[src/rtl/exec_pkg.sv]
// Shared encodings, widths and FSM state for the execute stage.
// Optional EXEC_TRAP_EN build adds a sticky overflow trap.
package exec_pkg;
    localparam int DATA_W = 32;
    localparam int ADDR_W = 5;
    localparam int NREG   = 32;

    localparam logic [2:0] FN_AND = 3'b000;
    localparam logic [2:0] FN_OR  = 3'b001;
    localparam logic [2:0] FN_ADD = 3'b010;
    localparam logic [2:0] FN_SUB = 3'b110;
    localparam logic [2:0] FN_SLT = 3'b111;

    typedef enum logic [1:0] {
        IDLE,
        EXEC,
        WB
    } state_t;

    function automatic logic fn_legal(input logic [2:0] fn);
        return fn inside {FN_AND, FN_OR, FN_ADD, FN_SUB, FN_SLT};
    endfunction

    // slt is evaluated by the ALU as a subtract; the set flag carries the answer
    function automatic logic [2:0] fn_to_op(input logic [2:0] fn);
        return (fn == FN_SLT) ? FN_SUB : fn;
    endfunction
endpackage

[src/rtl/exec_if.sv]
// Instruction issue / completion bundle between the issuer and exec_unit.
// master = issuer side, slave = execute stage.
interface exec_if;
    import exec_pkg::*;

    logic              in_valid;
    logic              in_ready;
    logic [2:0]        in_fn;
    logic [ADDR_W-1:0] in_rs;
    logic [ADDR_W-1:0] in_rt;
    logic [ADDR_W-1:0] in_rd;

    logic              out_valid;
    logic [ADDR_W-1:0] out_rd;
    logic [DATA_W-1:0] out_data;
    logic              out_zero;
    logic              out_ovf;
    logic              out_err;

    modport master (
        output in_valid, in_fn, in_rs, in_rt, in_rd,
        input  in_ready,
        input  out_valid, out_rd, out_data, out_zero, out_ovf, out_err
    );

    modport slave (
        input  in_valid, in_fn, in_rs, in_rt, in_rd,
        output in_ready,
        output out_valid, out_rd, out_data, out_zero, out_ovf, out_err
    );
endinterface

[src/rtl/exec_regfile.sv]
// 32x32 register file: three combinational reads, one synchronous write.
// r0 is hardwired to zero; the whole array clears on reset.
module exec_regfile
    import exec_pkg::*;
(
    input  logic              clk,
    input  logic              reset,
    input  logic [ADDR_W-1:0] rs,
    input  logic [ADDR_W-1:0] rt,
    input  logic [ADDR_W-1:0] dbg_addr,
    output logic [DATA_W-1:0] rs_data,
    output logic [DATA_W-1:0] rt_data,
    output logic [DATA_W-1:0] dbg_data,
    input  logic              we,
    input  logic [ADDR_W-1:0] waddr,
    input  logic [DATA_W-1:0] wdata
);
    logic [DATA_W-1:0] mem [NREG];

    always_ff @(posedge clk) begin
        if (reset) begin
            for (int i = 0; i < NREG; i++) begin
                mem[i] <= '0;
            end
        end else if (we && waddr != '0) begin
            mem[waddr] <= wdata;
        end
    end

    assign rs_data  = (rs == '0) ? '0 : mem[rs];
    assign rt_data  = (rt == '0) ? '0 : mem[rt];
    assign dbg_data = (dbg_addr == '0) ? '0 : mem[dbg_addr];
endmodule

[src/rtl/exec_unit.sv]
// Three-cycle execute stage (IDLE/EXEC/WB) around an external combinational ALU.
// Define EXEC_TRAP_EN to add a sticky overflow trap that blocks further issue.
module exec_unit
    import exec_pkg::*;
(
    input  logic              clk,
    input  logic              reset,
    exec_if.slave             bus,
    output logic [DATA_W-1:0] alu_a,
    output logic [DATA_W-1:0] alu_b,
    output logic [2:0]        alu_op,
    input  logic [DATA_W-1:0] alu_result,
    input  logic              alu_set,
    input  logic              alu_zero,
    input  logic              alu_overflow,
    input  logic              dbg_we,
    input  logic [ADDR_W-1:0] dbg_addr,
    input  logic [DATA_W-1:0] dbg_wdata,
    output logic [DATA_W-1:0] dbg_rdata
`ifdef EXEC_TRAP_EN
    ,
    output logic              trap
`endif
);
    state_t            state;
    state_t            state_nxt;
    logic              in_ready;
    logic              accept;
    logic              in_exec;
    logic              dbg_wr;
    logic              locked;
    logic [2:0]        fn_q;
    logic [ADDR_W-1:0] rd_q;
    logic              legal;
    logic              ovf;
    logic              trap_hit;
    logic              wb_we;
    logic [DATA_W-1:0] wb_data;
    logic [DATA_W-1:0] rs_data;
    logic [DATA_W-1:0] rt_data;
    logic              rf_we;
    logic [ADDR_W-1:0] rf_waddr;
    logic [DATA_W-1:0] rf_wdata;

    always_ff @(posedge clk) begin
        if (reset) state <= IDLE;
        else       state <= state_nxt;
    end

    always_comb begin
        state_nxt = state;
        unique case (state)
            IDLE:    if (accept) state_nxt = EXEC;
            EXEC:    state_nxt = WB;
            WB:      state_nxt = IDLE;
            default: state_nxt = IDLE;
        endcase
    end

    always_comb begin
        in_ready     = (state == IDLE) && !locked;
        accept       = bus.in_valid && in_ready;
        in_exec      = (state == EXEC);
        dbg_wr       = dbg_we && (state == IDLE);
        bus.in_ready = in_ready;
    end

`ifdef EXEC_TRAP_EN
    always_ff @(posedge clk) begin
        if (reset)              trap <= 1'b0;
        else if (in_exec && ovf) trap <= 1'b1;
    end
    assign locked   = trap;
    assign trap_hit = ovf;
`else
    assign locked   = 1'b0;
    assign trap_hit = 1'b0;
`endif

    always_ff @(posedge clk) begin
        if (reset) begin
            alu_a  <= '0;
            alu_b  <= '0;
            alu_op <= '0;
            fn_q   <= '0;
            rd_q   <= '0;
        end else if (accept) begin
            alu_a  <= rs_data;
            alu_b  <= rt_data;
            alu_op <= fn_to_op(bus.in_fn);
            fn_q   <= bus.in_fn;
            rd_q   <= bus.in_rd;
        end
    end

    always_comb begin
        legal   = fn_legal(fn_q);
        ovf     = alu_overflow && (fn_q == FN_ADD || fn_q == FN_SUB);
        wb_data = '0;
        unique case (1'b1)
            !legal:           wb_data = '0;
            (fn_q == FN_SLT): wb_data = {{(DATA_W-1){1'b0}}, alu_set};
            default:          wb_data = alu_result;
        endcase
        wb_we = in_exec && legal && !trap_hit;
    end

    // dbg writes only happen in IDLE, so they never collide with writeback
    assign rf_we    = wb_we || dbg_wr;
    assign rf_waddr = wb_we ? rd_q : dbg_addr;
    assign rf_wdata = wb_we ? wb_data : dbg_wdata;

    exec_regfile u_rf (
        .clk      (clk),
        .reset    (reset),
        .rs       (bus.in_rs),
        .rt       (bus.in_rt),
        .dbg_addr (dbg_addr),
        .rs_data  (rs_data),
        .rt_data  (rt_data),
        .dbg_data (dbg_rdata),
        .we       (rf_we),
        .waddr    (rf_waddr),
        .wdata    (rf_wdata)
    );

    always_ff @(posedge clk) begin
        if (reset) begin
            bus.out_valid <= 1'b0;
            bus.out_rd    <= '0;
            bus.out_data  <= '0;
            bus.out_zero  <= 1'b0;
            bus.out_ovf   <= 1'b0;
            bus.out_err   <= 1'b0;
        end else begin
            bus.out_valid <= in_exec;
            if (in_exec) begin
                bus.out_rd   <= rd_q;
                bus.out_data <= wb_data;
                bus.out_zero <= legal && alu_zero;
                bus.out_ovf  <= ovf;
                bus.out_err  <= !legal;
            end
        end
    end
endmodule

[src/flat_wrapper.sv]
// flat-port wrapper written by rule: the top's interface ports become plain ports
module exec_unit_flat import exec_pkg::*;
  (clk, reset, alu_a, alu_b, alu_op, alu_result, alu_set, alu_zero, alu_overflow, dbg_we, dbg_addr, dbg_wdata, dbg_rdata, bus_in_valid, bus_in_fn, bus_in_rs, bus_in_rt, bus_in_rd, bus_in_ready, bus_out_valid, bus_out_rd, bus_out_data, bus_out_zero, bus_out_ovf, bus_out_err);
  exec_if bus_i ();
  input  logic clk;
  input  logic reset;
  output logic [DATA_W-1:0] alu_a;
  output logic [DATA_W-1:0] alu_b;
  output logic [2:0] alu_op;
  input  logic [DATA_W-1:0] alu_result;
  input  logic alu_set;
  input  logic alu_zero;
  input  logic alu_overflow;
  input  logic dbg_we;
  input  logic [ADDR_W-1:0] dbg_addr;
  input  logic [DATA_W-1:0] dbg_wdata;
  output logic [DATA_W-1:0] dbg_rdata;
  input wire logic [$bits(bus_i.in_valid)-1:0] bus_in_valid;
  input wire logic [$bits(bus_i.in_fn)-1:0] bus_in_fn;
  input wire logic [$bits(bus_i.in_rs)-1:0] bus_in_rs;
  input wire logic [$bits(bus_i.in_rt)-1:0] bus_in_rt;
  input wire logic [$bits(bus_i.in_rd)-1:0] bus_in_rd;
  output wire logic [$bits(bus_i.in_ready)-1:0] bus_in_ready;
  output wire logic [$bits(bus_i.out_valid)-1:0] bus_out_valid;
  output wire logic [$bits(bus_i.out_rd)-1:0] bus_out_rd;
  output wire logic [$bits(bus_i.out_data)-1:0] bus_out_data;
  output wire logic [$bits(bus_i.out_zero)-1:0] bus_out_zero;
  output wire logic [$bits(bus_i.out_ovf)-1:0] bus_out_ovf;
  output wire logic [$bits(bus_i.out_err)-1:0] bus_out_err;
  assign bus_i.in_valid = bus_in_valid;
  assign bus_i.in_fn = bus_in_fn;
  assign bus_i.in_rs = bus_in_rs;
  assign bus_i.in_rt = bus_in_rt;
  assign bus_i.in_rd = bus_in_rd;
  assign bus_in_ready = bus_i.in_ready;
  assign bus_out_valid = bus_i.out_valid;
  assign bus_out_rd = bus_i.out_rd;
  assign bus_out_data = bus_i.out_data;
  assign bus_out_zero = bus_i.out_zero;
  assign bus_out_ovf = bus_i.out_ovf;
  assign bus_out_err = bus_i.out_err;
  exec_unit u_core (.clk(clk), .reset(reset), .bus(bus_i), .alu_a(alu_a), .alu_b(alu_b), .alu_op(alu_op), .alu_result(alu_result), .alu_set(alu_set), .alu_zero(alu_zero), .alu_overflow(alu_overflow), .dbg_we(dbg_we), .dbg_addr(dbg_addr), .dbg_wdata(dbg_wdata), .dbg_rdata(dbg_rdata));
endmodule
[config.mk]
export PLATFORM = sky130hd
export DESIGN_NAME = exec_unit_flat
export DESIGN_NICKNAME = d
export VERILOG_FILES = /design/src/rtl/exec_pkg.sv /design/src/rtl/exec_if.sv /design/src/rtl/exec_regfile.sv /design/src/rtl/exec_unit.sv /design/src/flat_wrapper.sv
export SDC_FILE = /design/constraint.sdc
export NUM_CORES = 2
export LEC_CHECK = 0
export CORE_AREA = 2 2 528 399
export DETAILED_ROUTE_END_ITERATION = 8
export DIE_AREA = 0 0 530 401
export MAX_ROUTING_LAYER = met4
export SLEW_MARGIN = 0
export SYNTH_ARGS = -nofsm -noshare
export SYNTH_HDL_FRONTEND = slang
export SYNTH_SLANG_ARGS = --single-unit
[constraint.sdc]
create_clock -name clk -period 5.4 [get_ports clk]
set_input_delay 0.54 -clock clk [delete_from_list [all_inputs] [get_ports clk]]
set_output_delay 0.54 -clock clk [all_outputs]
set_load 0.1 [all_outputs]
# --- Yosys cells after proc, flatten, opt, wreduce, memory -nomap -nowiden ---
# Memories as Yosys holds them, arrays and structs flattened.
# Index checks and enable logic that the tools add are counted.
word_totals:
  register_bits: 118
  output_inout_bits: 141
  ram_bits: 1024
  inputBits: 94
  word_cells: 54
  n_memories: 1
mem_list:
  columns: ["name", "depth", "word_bits", "rd", "rd_ports_with_merged_regs", "write_ports", "line", "source"]
  rows:
  - ["u_core.u_rf.mem", 32, 32, 3, 0, 32, "exec_regfile.sv:18", "logic [DATA_W-1:0] mem [NREG];"]
classes:
  n_eq_ne: 7
  reduce_logical: 17
  n_mux: 17
op_table:
  columns: ["cell", "n"]
  rows:
  - ["$mux 32", 5]
  - ["$pmux 32 s2", 1]
  - ["$reduce_or 32->1", 1]
  - ["$logic_not 5->1", 3]
  - ["$mux 5", 2]
  - ["$reduce_bool 5->1", 2]
  - ["$eq 3x3->1 const B", 3]
  - ["$logic_and 1x1->1", 6]
  - ["$mux 1", 6]
  - ["$pmux 2 s2", 1]
  - ["$eq 3x1->1 const B", 1]
  - ["$eq 3x2->1 const B", 1]
  - ["$logic_not 3->1", 1]
  - ["$mux 3", 1]
  - ["$eq 2x1->1 const B", 1]
  - ["$logic_not 2->1", 1]
  - ["$logic_or 1x1->1", 2]
  - ["$mux 2", 1]
  - ["$ne 2x1->1 const B", 1]
  - ["$logic_not 1->1", 1]

# --- Longest topological paths before layout ---
depth:
  ltp_word: 11
  ltp_mapped: 9
  depth_no_buf: 4

# --- Hierarchy ---
# Synthesis repeated with hierarchy kept, for this count alone.
hier_totals:
  cells_unflattened: 4824
  hier_area_um2: 67255.8
by_module_without_submodules:
  columns: ["mod", "n_inst", "area_each_um2", "seq_area_each_um2", "cells_each"]
  rows:
  - ["exec_regfile", 1, 62645.1, 30749.5, 4255]
  - ["exec_unit", 1, 4610.7, 2362.3, 569]

# --- Worst setup path before layout ---
# No wires, ideal clock.
synth_timing:
  path_kind: "reg-to-reg"
  from: "register u_core.state[1]"
  to: "memory u_core.u_rf.mem[14][0], enable pin"
  path_buffers: 3
  setup_slack_ns: 0.033
  required_ns: 4.934
  period_less_slack_ns: 5.367
  t_arrival_ns: 4.901
  setup_ns: 0.466
  stages_incl_launch_ff: 8
  cell_sequence: "dfxtp_1 -> nor2_1 -> nand3_1 -> a21o_1 -> clkbuf_1 -> buf_2 -> buf_2 -> o21ai_0"
synth_lines:
  columns: ["item", "line", "source"]
  rows:
  - ["start, declared", "exec_unit.sv:25", "state_t state;"]
  - ["start signal, assigned", "exec_unit.sv:47", "else state <= state_nxt;"]
  - ["end, declared", "exec_regfile.sv:18", null]

# --- Worst setup path after layout ---
layout_timing:
  from: "input port dbg_addr[0]"
  to: "output port dbg_rdata[29]"
layout_via:
  elab_chain_len: 2
  word_cells_on_any_way: 3
  cone_classes: "mux: 1; reduce/logical: 1; memory: 1"
layout_rtl:
  columns: ["item", "line", "source"]
  rows:
  - ["start, declared", "flat_wrapper.sv:15", "input logic [ADDR_W-1:0] dbg_addr;"]
  - ["$mem_v2 32x32 / $logic_not 5->1 (equally long branches)", null, null]
  - ["$mux 32 (*)", "exec_regfile.sv:32", "assign dbg_data = (dbg_addr == '0) ? '0 : mem[dbg_addr];"]
  - ["end, declared", "flat_wrapper.sv:17", "output logic [DATA_W-1:0] dbg_rdata;"]
# Mark *: on every way between the ends. The rest lies on a longest branch, timed or not.

==> results.toml <==
[status]
status = "complete, no violations"

[timing]
slew_headroom_pct = 10.29
rsz0062_at_grt = "false"
hold_viol = 0
post-route-period-util_pct = 80.96
fin_crit_ns = 4.372
drv_slew = 0
setup_viol = 0
fmaxAchievable_mhz = 228.7
setup_tns_ns = 0
worst_slew_pin_slew_ns = 1.337
setup_ws_ns = 1.028
finClkSkew_ns = 0.03602

[floorplanning]
die_w_um = 530
io_pins = 235
die_y_um = 401
die_area_um2 = 212500
design.core.area_um2 = 207200
initial_core_util_pct = 32.84
rows = 145

[place]
placed_area_um2 = 74060
place_hpwl_mm = 171.0
post-place-ws_ns = 1.037
gp_congestion = 0.9160
portBuffers = 234

[synthesis]
synth_flop_cell = "edfxtp_1"
synth_area_um2 = 68040
ys_types = 58
synth_enable_flop_cells = 1024
ys_ff_latch = 1142
synth_area_leader_cell = "edfxtp_1"
ys_seq_area_share_pct = 48.67
yosysWarnings = 0
synthArstFlopShare_pct = 0
postSynthAreaPerCell_um2 = 13.46
syn-instance-count = 5056
synth_top_area_share_pct = 45.20
ys_top_cells_by_area = "edfxtp_1, mux4_2, mux2i_1"

[drt]
postRouteAntennaNets = 0
vias_per_cell = 6.669
drt_iter0_markers = 8690
wl_per_cell_um = 35.60
wl_mm = 279.9
firstDrtPassIters = 6
drc = 0
vias = 52430

[finish]
final_area_um2 = 77830
mostFrequentLayoutCell = "edfxtp_1"
multi_input_area_um2 = 32770
final_cell_mix = "edfxtp_1, nor3_1, mux4_2, mux2i_1, nor3_2"
drive_above_1_share_pct = 28.67
area_delta_synth_final_pct = 14.40
seq_area_um2 = 33110
nNetsFinal = 5060
fill_cells = 19560

[pwr]
p_int_uw = 16040
total_power_uw = 23250
ir_drop_v = 0.0002558
power_density_nw_per_um2 = 298.7
p_seq_share_pct = 44.7
pwr-share-comb_pct = 19.8
pwr-share-clk_pct = 35.5
swShare_pct = 31.00
leakagePower_uw = 0.02489
power_switching_uw = 7208

[cts]
cts_buffer_depth = 3
cts_sinks = 1142
cts_setup_buffers = 0
cts_max_level = 3
clkTransAtPathRegs_ns = 0.07
cts_resized = 0
cts_made_buffers = 111
cts_tree = "built"
cts_root_buf = "clkbuf_16"
cts_hold_buf = 0
clkLatencyLatePin_ns = 0.77

[setup_path]
max_stage_delay_ns = 0.99
reg2reg_slack_ns = 1.46
cp_max_fo = 36
worstSetupPathType = "input port to output port"
cp_common_cell = "buf_4"
cp-start-kind = "input port"
crit_chain = "buf_6, inv_4, nor2_4, buf_4, a22oi_1, a311oi_1, buf_4, buf_12"
required_ns = 4.86
end_kind = "output port"
slowest_stage = "a311oi_1"
crit_arrival_ns = 3.83
worst_path_dominant_cell_family = "buffers and inverters"
crit_buf_inv = 5

[global_route]
grt_antenna_before_repair = 7
grt_max_degree = 120
overflow = 0
grt_usage_pct = 26.33
grt_pass1_wl_mm = 391.7
grt_pass1_vias = 50280

[min_path]
hp-class = "input port to register"

[flow_run]
drv_cap = 0
[power groups by stage]
stage               clock network [uW]  registers (uW)  logic, uW
global route                      8610           10400       4700
finish                            8260           10400       4610
CTS                               8270           10400       4490
floorplan                            0           10800       2490
detailed placement                   0           10500       4480
global placement                     0           10500       4460
[layout make-up]
cell class,instances,share of cell area [%]
Clock inverter,46,0.6671
Timing Repair Buffer,443,5.987
Inverter,7,0.03697
Multi-Input combinational cell,3261,42.11
Sequential cell,1142,42.54
Tap cell,2793,4.490
Clock buffer,166,4.159
Antenna cell,4,0.01286
[logic make-up (layout without fill, tap and decap cells)]
group / count (synthesis) / count (layout) / share of synthesized area, %
AO/OA/AOI/OAI: 718 / 718 / 7.825
AND/OR/NAND/NOR: 1375 / 1375 / 12.26
flip-flops: 1142 / 1142 / 48.67
buffers and inverters: 684 / 662 / 4.489
other: 1 / 36 / 0.005512
multiplexers: 1136 / 1136 / 26.75
[cells in the mapped netlist (12+ instances only)]
cell      number
and3_1        28
nor2b_1       36
a211oi_1      60
nor2_1        52
a311oi_1      34
buf_4         15
a21oi_1       56
a32oi_1       64
o21ai_0       95
mux2_2        97
buf_1         28
a22oi_1      295
nor3_2       273
clkbuf_1     315
dfxtp_1      118
nor3_1       726
o311ai_1      12
nand2b_1      32
buf_2        313
and2_1        69
nand2_1      129
mux4_2       536
edfxtp_1    1024
a221oi_1      32
mux2i_1      503
o311ai_0      52
[per-layer routing]
layer | global-route usage, % | routed length, um
met5 | - | 0
met1 | 35.44 | 106800
met3 | 10.82 | 45920
met2 | 35.55 | 117000
met4 | 8.535 | 10170
[per-stage QoR]
| step | utilization (%) | instances | hold slack, ns |
|---|---|---|---|
| 2_1_floorplan | - | 5087 | 0.4827 |
| 3_3_place_gp | 35.74 | 7645 | 0.4474 |
| 3_5_place_dp | 35.74 | 7645 | 0.4456 |
| 4_1_cts | 37.56 | 7857 | 0.1879 |
| 5_1_grt | 37.56 | 7860 | 0.2127 |
| 6_report | 37.57 | 7862 | 0.2436 |
[worst paths after layout]
kind                    start                       to  cells past startpoint
max               dbg_addr[0]            dbg_rdata[29]                      8
min                     reset  u_core.bus.out_data[31]                      2
max reg2reg    u_core.fn_q[1]  u_core.u_rf.mem[30][20]                      6
min reg2reg  u_core.alu_op[2]         u_core.alu_op[2]                      2
[worst reg2reg max path: stages (launching register included)]
cell and delay (ns):
dfxtp_1 0.55, nand3b_1 0.56, nand4_1 0.34, a21o_4 0.73, buf_4 0.93, o21ai_4 0.13, buf_4 0.34
[flip-flops by register name, indices dropped and copies added (netlist names)]
register and count:
u_core.bus.out_rd 5, u_core.rd_q 5, u_core.bus.out_valid 1, u_core.bus.out_ovf 1, u_core.bus.out_zero 1, u_core.u_rf.mem 1024, u_core.state 2, u_core.alu_a 32
u_core.alu_op 3, u_core.bus.out_err 1, u_core.bus.out_data 32, u_core.alu_b 32, u_core.fn_q 3
(Power assumes the default switching activity.)
